<file path="src/rtl/systolic_west_feeder.sv">
// Operand skew feeder for one edge of an N x N systolic MAC array: buffers K load beats,
// then replays them with row i delayed i cycles and zero-padded, followed by an N-cycle drain.
module systolic_west_feeder #(
    parameter int N  = 4,
    parameter int K  = 4,
    parameter int DW = 4
) (
    input  logic            clk,
    input  logic            rst,
    input  logic            load_valid,
    output logic            load_ready,
    input  logic [N*DW-1:0] load_data,
    input  logic            start,
    output logic [N*DW-1:0] out_data,
    output logic            out_valid,
    output logic            busy,
    output logic            done
);
    localparam int TW  = $clog2(K + N);
    localparam int LW  = $clog2(K + 1);
    localparam int DCW = $clog2(N + 1);

    typedef enum logic [1:0] {S_IDLE, S_FULL, S_STREAM, S_DRAIN} state_t;

    state_t          r_state;
    state_t          w_state_next;
    logic [LW-1:0]   r_lcnt;
    logic [TW-1:0]   r_t;
    logic [DCW-1:0]  r_dcnt;
    logic [N*DW-1:0] r_buf [K];

    logic            w_accept;
    logic            w_load_last;
    logic            w_go;
    logic            w_stream_last;
    logic            w_drain_last;
    logic [TW-1:0]   w_col_t;
    logic [N*DW-1:0] w_col;

    assign w_accept      = (r_state == S_IDLE) && load_valid && load_ready;
    assign w_load_last   = w_accept && (r_lcnt == LW'(K - 1));
    assign w_go          = (r_state == S_FULL) && start;
    assign w_stream_last = (r_state == S_STREAM) && (r_t == TW'(K + N - 2));
    assign w_drain_last  = (r_state == S_DRAIN) && (r_dcnt == DCW'(N - 1));

    // Outputs are registered, so compute the column for the t that becomes visible next.
    assign w_col_t = (r_state == S_STREAM) ? r_t + TW'(1) : '0;

    genvar gi;
    generate
        for (gi = 0; gi < N; gi++) begin : g_lane
            logic [TW-1:0] w_k;
            logic [DW-1:0] w_lane;
            assign w_k = w_col_t - TW'(gi);
            always_comb begin
                w_lane = '0;
                if (w_col_t >= TW'(gi)) begin
                    for (int k = 0; k < K; k++) begin
                        if (w_k == TW'(k)) begin
                            w_lane = r_buf[k][gi*DW +: DW];
                        end
                    end
                end
            end
            assign w_col[gi*DW +: DW] = w_lane;
        end
    endgenerate

    always_comb begin
        w_state_next = r_state;
        case (r_state)
            S_IDLE:   if (w_load_last)   w_state_next = S_FULL;
            S_FULL:   if (w_go)          w_state_next = S_STREAM;
            S_STREAM: if (w_stream_last) w_state_next = S_DRAIN;
            S_DRAIN:  if (w_drain_last)  w_state_next = S_IDLE;
            default:                     w_state_next = S_IDLE;
        endcase
    end

    always_ff @(posedge clk or posedge rst) begin
        if (rst) begin
            r_state <= S_IDLE;
        end else begin
            r_state <= w_state_next;
        end
    end

    always_ff @(posedge clk or posedge rst) begin
        if (rst) begin
            r_lcnt     <= '0;
            r_t        <= '0;
            r_dcnt     <= '0;
            load_ready <= 1'b1;
            out_data   <= '0;
            out_valid  <= 1'b0;
            busy       <= 1'b0;
            done       <= 1'b0;
            for (int k = 0; k < K; k++) begin
                r_buf[k] <= '0;
            end
        end else begin
            for (int k = 0; k < K; k++) begin
                if (w_accept && (r_lcnt == LW'(k))) begin
                    r_buf[k] <= load_data;
                end
            end
            if (w_accept) begin
                r_lcnt <= w_load_last ? '0 : r_lcnt + LW'(1);
            end

            if (w_go) begin
                r_t <= '0;
            end else if (r_state == S_STREAM) begin
                r_t <= w_stream_last ? '0 : r_t + TW'(1);
            end

            if (r_state == S_DRAIN) begin
                r_dcnt <= w_drain_last ? '0 : r_dcnt + DCW'(1);
            end

            load_ready <= (w_state_next == S_IDLE);
            out_valid  <= (w_state_next == S_STREAM);
            busy       <= (w_state_next == S_STREAM) || (w_state_next == S_DRAIN);
            done       <= w_drain_last;
            out_data   <= (w_state_next == S_STREAM) ? w_col : '0;
        end
    end
endmodule

</file>
<file path="config.mk">
export PLATFORM = sky130hd
export DESIGN_NAME = systolic_west_feeder
export DESIGN_NICKNAME = d
export VERILOG_FILES = /design/src/rtl/systolic_west_feeder.sv
export SDC_FILE = /design/constraint.sdc
export NUM_CORES = 1
export LEC_CHECK = 0
export BUFFER_PORTS_ARGS = -buffer_cell sky130_fd_sc_hd__clkbuf_2
export CAP_MARGIN = 20
export CORE_ASPECT_RATIO = 1.25
export CORE_MARGIN = 4
export CORE_UTILIZATION = 50
export CTS_BUF_LIST = sky130_fd_sc_hd__clkbuf_16
export CTS_CLUSTER_DIAMETER = 200
export DETAILED_ROUTE_END_ITERATION = 10
export GPL_TIMING_DRIVEN = 0
export PLACE_DENSITY = 0.67
export SYNTH_ARGS = -nofsm -noshare
export SYNTH_HDL_FRONTEND = slang
export SYNTH_SLANG_ARGS = --single-unit
</file>
<file path="constraint.sdc">
create_clock -name clk -period 4.2 [get_ports clk]
set_input_delay 1.05 -clock clk [delete_from_list [all_inputs] [get_ports clk]]
set_output_delay 1.05 -clock clk [all_outputs]
set_load 0.01 [all_outputs]
</file>
==> impl_results.md <==
* Outcome: completed
* Crit path time final at 3.07 ns
* Post-synthesis sequential area ratio at 53.2%
* Yosys reg bits at 95
* HPWL Detailed at 6.13 mm
* Data arrival, critical path at 3.32 ns
* Pre-CTS setup slack at 1.11 ns
* Clock Root Buffer: clkbuf_16
* R2r setup slk at 1.13 ns
* Total congestion overflow at 0
* CTS Buffer Depth at 2
* R2R depth at 10
* Unique masters post-synth at 46
* Period utilization at 73.2%
* Least-Margin Pin Slew at 0.658 ns
* CP Launch Type: flip-flop
* Worst Path Required at 4.45 ns
* Starting density of the core at 51.4%
* Netlist Area Pre-Place at 4470 um2
* Syn-to-layout area delta at 15.2%
* Die Ht at 114 um
* Row count at 38
* Vias in the first global route at 2986
* Max Slew Vio Count at 0
* Post-route DRC violation count at 0
* LEAKAGE at 2.55 nW
* RSZ-0062 raised after global routing: no
* Num Clock Sinks at 95
* Detail Route Antenna Nets at 0
* I/O pin count at 40
* Crit Path Category: reg -> reg
* Placed Instances at 499
* TritonCTS Buffers at 9
* Pre-antenna DRT Iters at 4
* Final Total Pwr at 0.00414 W
* Critical path's slowest cell: nor3b_1
* Reg2Reg Launch Point: r_t[0]
* Worst setup margin at 1.13 ns
* Max-slew headroom at 56.0%
* Worst Hold End: r_dcnt[2]
* Antenna violations before repair at 0
* Hold WS at 0.494 ns
* Wire per inst at 16.8 um
* Post-synth top flop: dfrtp_1
* Post-CTS Setup Inserts at 0
* Hold Vio Cnt, Final at 0
* Peak supply drop at 0.342 mV
* CORE AREA at 8700 um2
* Layout cells sized above 1 at 38.2%
* Async SR Flop Fraction at 100%
* Cell Pwr Density at 804 nW/um2
* Die area at 10500 um2
* HP Class: reg -> reg
* CTS tree: yes
* CTS Hold Buffers Added at 0
* Skew final at 0.00490 ns
* Worst-path clk slew at 0.06 ns
* Synth top area cells: dfrtp_1 53%, mux2_2 11%, mux2_4 10%
* Ant diodes at 0
* Post-synth top area share at 52.6%
* Overall routed net length at 8.67 mm
* Final net count at 421
* CP max FO at 8
* Syn Area/Cell at 13.2 um2
* Max-Cap Viols at 0
* Setup violators final at 0
* Global-route wire length before repair at 15.0 mm
* Width of the chip at 92.6 um
* Hold Startpoint: r_dcnt[2]
* Filler instances at 727
* Setup crit end kind: flip-flop
* Vias/cell at 5.39
* Initial drt markers at 81
* Final TNS setup at 0 ns
* Yosys warns at 0
* Synth Net Count at 370
* FF-to-FF End: out_data[15]
* Most numerous cell in the Yosys netlist: dfrtp_1
* Clock latency on the worst-skew pair at 0.34 ns
* Largest net degree at the start of global routing at 51
* DR vias at 2776
* Gp weighted congestion at 0.759
* Synth top cells by count: 94 x dfrtp_1, 43 x mux2_2, 30 x mux2_4
* CP Cell Sequence: clkbuf_2, inv_1, ha_1, buf_2, or3b_1, buf_2, nand2b_1, ha_1, nor3b_1, nor3b_1
* CP peak stage delay at 0.56 ns
* Hold path depth at 2
* Non-Filler Instances at 515
* Syn Inst Count at 339
* Post-synth top area cell: dfrtp_1
* H-Tree Depth at 3
* PortBufs at 39
* Fmax at 0.325 GHz
* Total track usage at 18.5%
* Post-CTS sizing at 0
* Post-synth EDFFs at 0
-- worst max-delay path by stage --
stage | startpoint | endpoint | depth (start not counted)
final | r_t[0] | out_data[15] | 10
after global routing | r_t[0] | out_data[15] | 10
after CTS | r_t[0] | out_data[15] | 10
after detailed placement | r_t[0] | out_data[14] | 10
after global placement | rst | r_buf[9] | 2
after floorplan | rst | busy | 1
-- report_power, final --
part,switching [W],internal [W]
clock network,0.000325,0.000512
logic,0.000860,0.000889
registers,0.000229,0.00133
total,0.00141,0.00273
-- placed cells by master, fill, tap and decap left out, types with 3 or more instances in the layout --
cell type	n
dfrtp_1	94
mux2_2	43
clkbuf_2	40
mux2_4	30
nand2_1	22
nor2_1	14
inv_1	11
ha_1	11
clkbuf_16	9
o21ai_0	8
a22oi_1	8
nor2b_1	7
a21oi_1	7
buf_2	6
nor3b_1	6
and3_1	5
o22ai_1	5
a21o_1	5
a31oi_1	5
nor3_1	4
a311oi_1	4
nand2_4	3
buf_6	3
nand2b_1	3
clkbuf_1	3
nand3_1	3
o2bb2ai_1	3
-- critical path, delay by kind of cell (launching register included) --
family,cells,cell delay [ns]
buffers and inverters,4,0.67
adders and majority gates,2,0.60
DFF,1,0.35
and+or+nand+nor,4,1.36
-- through the flow --
step                      util [%]  cell area, um2
after floorplan                  -            4470
after detailed placement      55.7            4840
final                         59.2            5150
after global routing          59.2            5150
after CTS                     59.2            5150
after global placement        55.3            4810
-- routing by layer --
metal	wire (um)	share of wire [%]	track usage, %
met4	121	1.4	6.34
met1	3810	44	23.4
met5	0	0	0
met2	4440	51	30.9
met3	299	3.4	4.95
-- area by class of cell --
cell class	count	area [um2]	share of cell area, %
sequential	95	2380	46.2
multi-input combinational	219	1960	38.0
clock buffer	9	225	4.37
timing repair buffer	40	223	4.33
tap	120	150	2.92
buffer	15	95.1	1.85
clock inverter	7	80.1	1.56
inverter	10	40.0	0.778
-- flip-flops by register name (all words and copies together), names as in the netlist --
signal,count
r_buf,64
out_data,16
r_dcnt,3
r_lcnt,3
r_t,3
r_state,2
busy,1
done,1
load_ready,1
out_valid,1
-- kinds of logic after synthesis --
kind of cell | synth area share, %
AND/OR/NAND/NOR | 10.3
multiplexers | 21.4
AO/OA/AOI/OAI | 8.51
flip-flops | 53.2
buffers and inverters | 2.97
adder cells (fa/ha/maj) | 3.08
XOR/XNOR | 0.560
Note: power is estimated with default switching activity, not from simulation.
